### src/rtl/rr_arbiter.sv
// rtl/rr_arbiter.sv - round-robin arbiter with registered priority pointer and stall
//
// Purpose:
//   Grants at most one of CLIENTS requesters per cycle. The grant is a pure
//   combinational function of the current request vector and a registered
//   priority pointer. After each accepted grant the pointer moves to the client
//   just past the winner, so a persistent requester waits at most CLIENTS-1
//   non-stalled cycles.
//
// Ports:
//   clock    in   rising-edge clock
//   reset    in   asynchronous active-low reset; forces grant to zero, ptr to 0
//   request  in   [CLIENTS-1:0] bit i high = client i requests
//   stall    in   high = hold the pointer this cycle
//   grant    out  [CLIENTS-1:0] one-hot or zero grant

module rr_arbiter #(
    parameter int CLIENTS = 32
) (
    input  logic               clock,
    input  logic               reset,
    input  logic [CLIENTS-1:0] request,
    input  logic               stall,
    output logic [CLIENTS-1:0] grant
);

    localparam int PTR_W = (CLIENTS > 1) ? $clog2(CLIENTS) : 1;
    localparam logic [PTR_W-1:0] LAST_IDX = PTR_W'(CLIENTS - 1);

    logic [PTR_W-1:0] ptr;
    logic [PTR_W-1:0] ptr_next;
    logic [PTR_W-1:0] idx_hi;
    logic [PTR_W-1:0] idx_any;
    logic [PTR_W-1:0] sel;
    logic             found_hi;
    logic             any_req;

    // Two find-first encoders: one restricted to clients at or above ptr,
    // one over all clients. If nothing is pending at or above ptr, the search
    // has wrapped and the lowest-index requester overall wins.
    always_comb begin
        found_hi = 1'b0;
        idx_hi   = '0;
        idx_any  = '0;
        for (int i = CLIENTS - 1; i >= 0; i--) begin
            if (request[i]) begin
                idx_any = PTR_W'(i);
                if (PTR_W'(i) >= ptr) begin
                    found_hi = 1'b1;
                    idx_hi   = PTR_W'(i);
                end
            end
        end
    end

    assign any_req = |request;
    assign sel     = found_hi ? idx_hi : idx_any;

    // The reset term keeps grant low for the whole time reset is held,
    // not just until the next clock edge.
    always_comb begin
        grant = '0;
        if (reset && any_req) begin
            grant = {{(CLIENTS-1){1'b0}}, 1'b1} << sel;
        end
    end

    // Explicit wrap compare so a non-power-of-two CLIENTS never yields
    // ptr >= CLIENTS.
    always_comb begin
        ptr_next = ptr;
        if (!stall && any_req) begin
            ptr_next = (sel == LAST_IDX) ? '0 : sel + PTR_W'(1);
        end
    end

    always_ff @(posedge clock or negedge reset) begin
        if (!reset) begin
            ptr <= '0;
        end else begin
            ptr <= ptr_next;
        end
    end

endmodule

### config.mk
export PLATFORM = sky130hd
export DESIGN_NAME = rr_arbiter
export DESIGN_NICKNAME = d
export VERILOG_FILES = /design/src/rtl/rr_arbiter.sv
export SDC_FILE = /design/constraint.sdc
export NUM_CORES = 1
export LEC_CHECK = 0
export ABC_AREA = 0
export CAP_MARGIN = 20
export CORE_ASPECT_RATIO = 1.25
export CORE_UTILIZATION = 47
export DETAILED_ROUTE_END_ITERATION = 12
export PLACE_DENSITY_LB_ADDON = 0.2
export SLEW_MARGIN = 20
export SYNTH_ARGS = -nofsm -noshare
export SYNTH_HDL_FRONTEND = slang
export SYNTH_SLANG_ARGS = --single-unit
### constraint.sdc
create_clock -name clock -period 3.45 [get_ports clock]
set_input_delay 0.5175 -clock clock [delete_from_list [all_inputs] [get_ports clock]]
set_output_delay 0.5175 -clock clock [all_outputs]
set_load 0.01 [all_outputs]
==> impl_metrics.yaml, run 1 <==
status:
  outcome: "aborted with a tool error"
  haltStage: "global routing"
  firstError: "[ERROR GRT-0116] Global routing finished with congestion. Check the congestion regions in the DRC Viewer."
yosys:
  synth_top_area_share: 0.0829
  synth_top_area_cell: "nor2_1"
  syn_area_um2: 2080
  ys_top_cells_by_area: "nor2_1 8.3%, dfrtp_1 6.0%, a21oi_1 5.0%"
  synth_nets: 362
  yosysWarningCount: 0
  syn_avg_cell_area_um2: 6.51
  synthCells: 320
  seq_area_frac_synth: 0.0601
  synth_edf_count: 0
  async_reset_ff_frac: 1.00
  synth-seq-cells: 5
  yosysUniqueCellTypes: 74
  synth_ff_type: "dfrtp_1"
cts:
  ctsRootBufferMaster: "clkbuf_8"
  cts-htree-levels: 1
  clock_sinks: 5
  numCtsBuffers: 3
  holdBufCountCts: 0
  cts_buffer_depth: 2
global_route:
  overflow: 14
  grt_pass1_vias: 4519
  grt_pass1_wl_um: 25200
  grt_max_degree: 17
  grtUsageTotal: 0.719
floorplanning:
  rows: 26
  initial_core_util: 0.500
  num_io_pins: 67
  fp.dieH_um: 76.4
  die_w_um: 61.5
placement:
  hpwl_um: 7670
  io_buffers: 66
  dpl-instance-area_um2: 3570
  place.gp.congestion: 1.01
==> what timing repair did <==
action                                  4_1_cts
setup buffers                                18
endpoints found under the setup margin       32
gates resized for setup                     230
pin swaps                                    29
==> synth_stat cells, types with 6 or more instances <==
master	n
ha_1	7
buf_6	7
nand2b_1	8
nor4_1	6
o211ai_1	8
o21ai_0	18
nor3_1	19
nand3_1	14
inv_1	13
nor2b_1	6
o21ai_1	7
nand2_1	28
nor2_1	46
a21oi_1	21
==> cell families after synthesis <==
family / after synthesis / share of synthesized area
muxes: 2 / 0.0108
DFF: 5 / 0.0601
buffers and inverters: 36 / 0.0986
and+or+nand+nor: 158 / 0.396
AOI/OAI and AO/OA: 112 / 0.392
adders and majority gates: 7 / 0.0421
==> metrics by stage <==
| step | cells | TNS, ns | setup WS (ns) |
|---|---|---|---|
| after floorplan | 320 | 0 | 0.340 |
| after global placement | 542 | -19.89 | -0.687 |
| after detailed placement | 542 | -22.57 | -0.815 |
| after CTS | 564 | -0.0327 | -0.0149 |
==> metal layers <==
layer / GRT usage / GRT overflow
met2: 0.877 / 6
met3: 0.569 / 1
met5: 0.156 / 0
met1: 0.743 / 0
met4: 0.636 / 7
==> inputs of run 2 (changes only) <==
--- a/config.mk
+++ b/config.mk
@@ -7,10 +7,9 @@
 export LEC_CHECK = 0
 export ABC_AREA = 0
 export CAP_MARGIN = 20
-export CORE_ASPECT_RATIO = 1.25
-export CORE_UTILIZATION = 47
+export CORE_UTILIZATION = 32
 export DETAILED_ROUTE_END_ITERATION = 12
-export PLACE_DENSITY_LB_ADDON = 0.2
+export PLACE_DENSITY_LB_ADDON = 0.15
 export SLEW_MARGIN = 20
 export SYNTH_ARGS = -nofsm -noshare
 export SYNTH_HDL_FRONTEND = slang
==> run 2 against run 1 <==
- the flow now finishes, with violations (negative setup slack)
- synthesized area is the same
- synthesized cell count did not move
==> impl_metrics.yaml, run 2 <==
cells_and_area:
  drive_gt1_frac: 0.558
  layoutNonFillerInstCount: 584
  fin_nets: 550
  top_register: "ptr"
  final_cell_mix: "122 x buf_4, 40 x nor2_1, 34 x buf_2, 17 x nand2_1"
  largest_reg_flops: 5
  layout_commonest_cell: "buf_4"
  final_core_util: 0.657
  antenna_cells: 0
  top_regs: "ptr: 5 flops"
  syn_to_final_growth_pct: 99.2
cts:
  ctsRootBufferMaster: "clkbuf_8"
  clk_pin_slew_ns: 0.04
  cts_buffer_depth: 2
  holdBufCountCts: 0
  numCtsBuffers: 3
  cts_tree: "built"
  clock_sinks: 5
  cts-htree-levels: 1
  insertion_delay_ns: 0.23
placement:
  dp_cells: 561
  hpwl_um: 7070
  io_buffers: 66
  place.gp.congestion: 0.981
  place_ws_ns: -0.859
drt:
  vias_per_cell: 5.57
  drt_iter0_markers: 227
  post_drt_wl_per_cell_um: 16.3
  postRouteAntennaNets: 0
  postRouteWirelength_um: 9510
  route.detailed.drc: 0
  dr_total_vias: 3253
  drtPass1Iterations: 5
floorplanning:
  num_io_pins: 67
  rows: 29
  design.core.area_um2: 6310
  initial_core_util: 0.330
  die-area_um2: 6830
  die_w_um: 82.7
  fp.dieH_um: 82.7
worst_setup_path:
  crit_type: "flip-flop to output pin"
  crit_path_max_fanout: 7
  critPathCaptureType: "output pin"
  worstPathArrival_ns: 3.05
  start_kind: "flip-flop"
  crit_required_ns: 2.93
yosys:
  yosysWarningCount: 0
  synth_ff_type: "dfrtp_1"
  syn_area_um2: 2080
  yosysUniqueCellTypes: 74
  yosysMostFrequentCell: "nor2_1"
  synthCells: 320
  synth_edf_count: 0
  syn_avg_cell_area_um2: 6.51
  yosys-top-cells-count: "46 x nor2_1, 28 x nand2_1, 21 x a21oi_1, 19 x nor3_1, 18 x o21ai_0"
  synth_top_area_share: 0.0829
  synth_top_area_cell: "nor2_1"
  seq_area_frac_synth: 0.0601
  ys_top_cells_by_area: "nor2_1 8.3%, dfrtp_1 6.0%, a21oi_1 5.0%"
  synth-seq-cells: 5
  synth_nets: 362
  async_reset_ff_frac: 1.00
min_path:
  hp-class: "input port to async pin"
global_route:
  grt_max_degree: 17
  overflow: 0
  grt_pass1_wl_um: 14400
  antenna_found_initial: 0
  grt_pass1_vias: 3107
  grtUsageTotal: 0.277
sta:
  finClkSkew_ns: 0.00538
  finalSetupViolations: 22
  min_period_over_period: 1.03
  final_max_slew_viol_count: 0
  fin_ws_ns: -0.114
  slew_headroom: 0.736
  hold_viol_final: 0
  grt_setup_unrepaired: "true"
  worst_pin_slew_ns: 0.394
  min_period_ns: 3.56
  fmaxAchievable_mhz: 281
power:
  powerDensity_nw_per_um2: 661
  power_leakage_nw: 1.91
  irDropWorstVdd_v: 0.000552
status:
  outcome: "finished, violations left"
  violations: "negative setup slack"
job:
  drv_cap: 0
==> run 2: cell counts after synthesis <==
Identical to the previous run, type by type.
==> run 2: worst max-delay path: stages, from the launching register on <==
cell and delay (ns):
dfrtp_2 0.50, buf_4 0.18, nand4_1 0.10, nand3_1 0.11
o211ai_1 0.15, or4b_4 0.57, nor4b_4 0.23, a32o_2 0.17
a21o_4 0.13, ha_4 0.17, ha_4 0.14, inv_4 0.05
nor3_4 0.16, buf_2 0.16
==> run 2: repair_timing <==
action	in CTS	in global routing
setup endpoints to repair	32	32
gates resized for setup	249	42
pin swaps	34	28
setup buffers	12	8
==> run 2: path summary, 6_finish.rpt <==
check | startpoint | to | slack [ns] | cells past startpoint
min in group clock | ptr[0]$_DFFE_PN0P_ | ptr[0]$_DFFE_PN0P_ | 0.80 | 2
min | reset | ptr[0]$_DFFE_PN0P_ | 0.52 | 1
max | ptr[2]$_DFFE_PN0P_ | grant[19] | -0.11 | 13
max reg2reg | ptr[1]$_DFFE_PN0P_ | ptr[4]$_DFFE_PN0P_ | 0.24 | 13
max in group asynchronous | reset | ptr[4]$_DFFE_PN0P_ | 2.71 | 1
min reg2reg | ptr[0]$_DFFE_PN0P_ | ptr[0]$_DFFE_PN0P_ | 0.80 | 2
==> run 2: cells by family (layout without fill, tap and decap cells) <==
group / Yosys count / after routing / synth area share
AOI/OAI and AO/OA: 112 / 112 / 0.392
muxes: 2 / 2 / 0.0108
adders and majority gates: 7 / 7 / 0.0421
buffers and inverters: 36 / 223 / 0.0986
and+or+nand+nor: 158 / 158 / 0.396
DFF: 5 / 5 / 0.0601
==> run 2: layout make-up <==
cell class / instances / area [um2]
clock buffer: 4 / 45.0
sequential: 5 / 130
inverter: 18 / 82.6
tap: 77 / 96.3
timing repair buffer: 201 / 1560
fill: 545 / 2170
multi-input combinational: 279 / 2230
==> run 2: metal layers <==
| metal | GRT usage | up-vias | wire length (um) |
|---|---|---|---|
| li1 | - | 1572 | - |
| met1 | 0.356 | 1532 | 4210 |
| met2 | 0.463 | 116 | 4500 |
| met3 | 0.0330 | 33 | 497 |
| met4 | 0.117 | 0 | 292 |
| met5 | 0 | - | 0 |
==> run 2: power by group <==
part	internal (mW)	leakage [nW]	total, mW	switching (mW)
combinational	1.17	1.83	2.47	1.30
sequential	0.0901	0.0577	0.162	0.0720
clock	0.0794	0.0228	0.110	0.0304
==> run 2: through the flow <==
stage                     power, mW  setup TNS, ns  cell area (um2)  hold WS, ns
after floorplan                1.11              0             2080        0.222
after global placement         1.94         -21.51             3600        0.692
after detailed placement       1.94         -23.53             3600        0.694
after CTS                      2.48        -0.0509             3950        0.528
after global routing           2.92          -3.65             4150        0.536
final                          2.74          -1.19             4150        0.518
No activity file was read; power rests on OpenSTA's default activity.
==> inputs of run 3 (changes only) <==
--- a/config.mk
+++ b/config.mk
@@ -7,7 +7,7 @@
 export LEC_CHECK = 0
 export ABC_AREA = 0
 export CAP_MARGIN = 20
-export CORE_UTILIZATION = 32
+export CORE_UTILIZATION = 35
 export DETAILED_ROUTE_END_ITERATION = 12
 export PLACE_DENSITY_LB_ADDON = 0.15
 export SLEW_MARGIN = 20
==> run 3 against run 2 <==
- the flow still finishes with violations (negative setup slack)
- critical path depth is 1 higher
- global-route usage is 3.2 points higher
- via count is 3.4% higher
- largest cell class unchanged
- count of clock-buffer cells in the layout stayed put
- critical path type unchanged
- maximum frequency is 1.8% higher
- utilization is 8.2 points higher
- sequential share of layout area hardly changed
- die area is 8.4% lower
- highest routed layer unchanged
==> impl_metrics.yaml, run 3 (same netlist as run 2, synthesis figures left out) <==
status:
  outcome: "finished, violations left"
  violations: "negative setup slack"
worst_setup_path:
  worstPathArrival_ns: 2.98
  crit_chain: "buf_6 > buf_4 > nand2_1 > o211ai_1 > o211ai_1 > or4b_4 > nor4b_2 > a32o_2 > a21o_4 > ha_4 > ha_4 > inv_4 > nor3_2 > buf_2"
  start_kind: "flip-flop"
  critPathCaptureType: "output pin"
  crit_path_max_fanout: 5
  rr_worst_depth: 16
  crit_required_ns: 2.93
  crit_buf_inv: 4
  worst-path-stages: 14
  cp_slowest_stage_delay_ns: 0.57
  cp_top_family: "simple AND/OR/NAND/NOR gates"
  crit_path_top_delay_cell: "or4b_4"
  crit_type: "flip-flop to output pin"
cts:
  holdBufCountCts: 0
  clock_sinks: 5
  cts_tree: "built"
  numCtsBuffers: 3
  insertion_delay_ns: 0.22
  cts_buffer_depth: 2
  cts-htree-levels: 1
  clk_pin_slew_ns: 0.04
  ctsRootBufferMaster: "clkbuf_8"
cells_and_area:
  top_regs: "ptr: 5 flops"
  final_cell_mix: "129 x buf_4, 37 x nor2_1, 33 x buf_2, 19 x nand2_1, 18 x a21oi_1"
  drive_gt1_frac: 0.556
  largest_reg_flops: 5
  top_register: "ptr"
  antenna_cells: 0
  fillers: 451
  fin_nets: 557
  layout_commonest_cell: "buf_4"
  final_core_util: 0.739
  syn_to_final_growth_pct: 99.0
sta:
  worst_pin_slew_ns: 0.380
  fmaxAchievable_mhz: 286
  slew_headroom: 0.744
  fin_ws_ns: -0.0517
  grt_setup_unrepaired: "true"
  min_period_ns: 3.50
  finClkSkew_ns: 0.00208
  finalSetupViolations: 22
  min_period_over_period: 1.01
  hold_viol_final: 0
  final_max_slew_viol_count: 0
global_route:
  grt_max_degree: 17
  grtUsageTotal: 0.309
  grt_pass1_vias: 3113
  antenna_found_initial: 0
  overflow: 0
  grt_pass1_wl_um: 15200
placement:
  hpwl_um: 7420
  place.gp.congestion: 0.920
  place_ws_ns: -0.799
  io_buffers: 66
power:
  irDropWorstVdd_v: 0.000699
  power_leakage_nw: 1.90
  powerDensity_nw_per_um2: 704
  power_mw: 2.92
floorplanning:
  die_w_um: 79.1
  rows: 27
  fp.dieH_um: 79.1
  num_io_pins: 67
  design.core.area_um2: 5610
  initial_core_util: 0.371
  die-area_um2: 6260
drt:
  dr_total_vias: 3363
  postRouteAntennaNets: 0
  route.detailed.drc: 0
  drtPass1Iterations: 5
  post_drt_wl_per_cell_um: 17.4
  postRouteWirelength_um: 10200
  drt_iter0_markers: 244
  vias_per_cell: 5.74
min_path:
  hp-class: "input port to async pin"
job:
  drv_cap: 0
==> run 3: metal layers <==
metal | wire, um | part of all wire | vias to the layer above | global-route usage
li1 | - | - | 1585 | -
met1 | 4400 | 0.43 | 1586 | 0.406
met2 | 4830 | 0.47 | 168 | 0.534
met3 | 679 | 0.067 | 24 | 0.0368
met4 | 259 | 0.025 | 0 | 0.0727
met5 | 0 | 0 | - | 0
==> run 3: final timing paths <==
check / startpoint / endpoint / slack (ns)
setup reg to reg: ptr[3]$_DFFE_PN0P_ / ptr[4]$_DFFE_PN0P_ / 0.20
min in group clock: ptr[4]$_DFFE_PN0P_ / ptr[4]$_DFFE_PN0P_ / 0.61
hold reg to reg: ptr[4]$_DFFE_PN0P_ / ptr[4]$_DFFE_PN0P_ / 0.61
hold / removal: reset / ptr[0]$_DFFE_PN0P_ / 0.53
setup / recovery: ptr[3]$_DFFE_PN0P_ / grant[23] / -0.05
max in group asynchronous: reset / ptr[2]$_DFFE_PN0P_ / 2.70
==> run 3: per-stage QoR <==
step	cells	area, um2	TNS [ns]	hold WS (ns)
after floorplan	320	2080	0	0.222
after global placement	560	3630	-21.93	0.648
after detailed placement	560	3630	-22.49	0.646
after CTS	576	3840	-0.180	0.531
after global routing	586	4140	-3.96	0.547
final	586	4140	-0.633	0.528
==> run 3: worst reg2reg max path, stage by stage, from the launching register on <==
cell      delay (ns)
dfrtp_2         0.43
buf_6           0.13
buf_4           0.10
nand2_1         0.04
o211ai_1        0.21
o211ai_1        0.16
buf_4           0.16
buf_4           0.14
nor3_4          0.18
nand2_2         0.11
nand4b_1        0.28
nand2_2         0.20
inv_4           0.09
buf_4           0.14
nor3b_1         0.24
ha_1            0.28
mux2_2          0.26
==> run 3: where the power goes <==
part / internal, mW / switching [mW]
Clock: 0.0792 / 0.0278
Combinational: 1.30 / 1.36
Sequential: 0.0914 / 0.0617
==> run 3: repair_timing <==
action,in CTS,in global routing
buffers inserted,13,11
pin swaps,29,36
gates cloned,0,0
resized for setup,219,54
endpoints found under the hold margin,0,0
endpoints found under the setup margin,32,34
==> run 3: cell type report <==
type                    count  area [um2]  area share
multi-input cells         279        2180       0.527
repair buffers            208        1610       0.389
flip-flops and latches      5         131      0.0317
clock buffers               4        45.0      0.0109
inverters                  18        82.6      0.0199
well taps                  72        90.1      0.0217
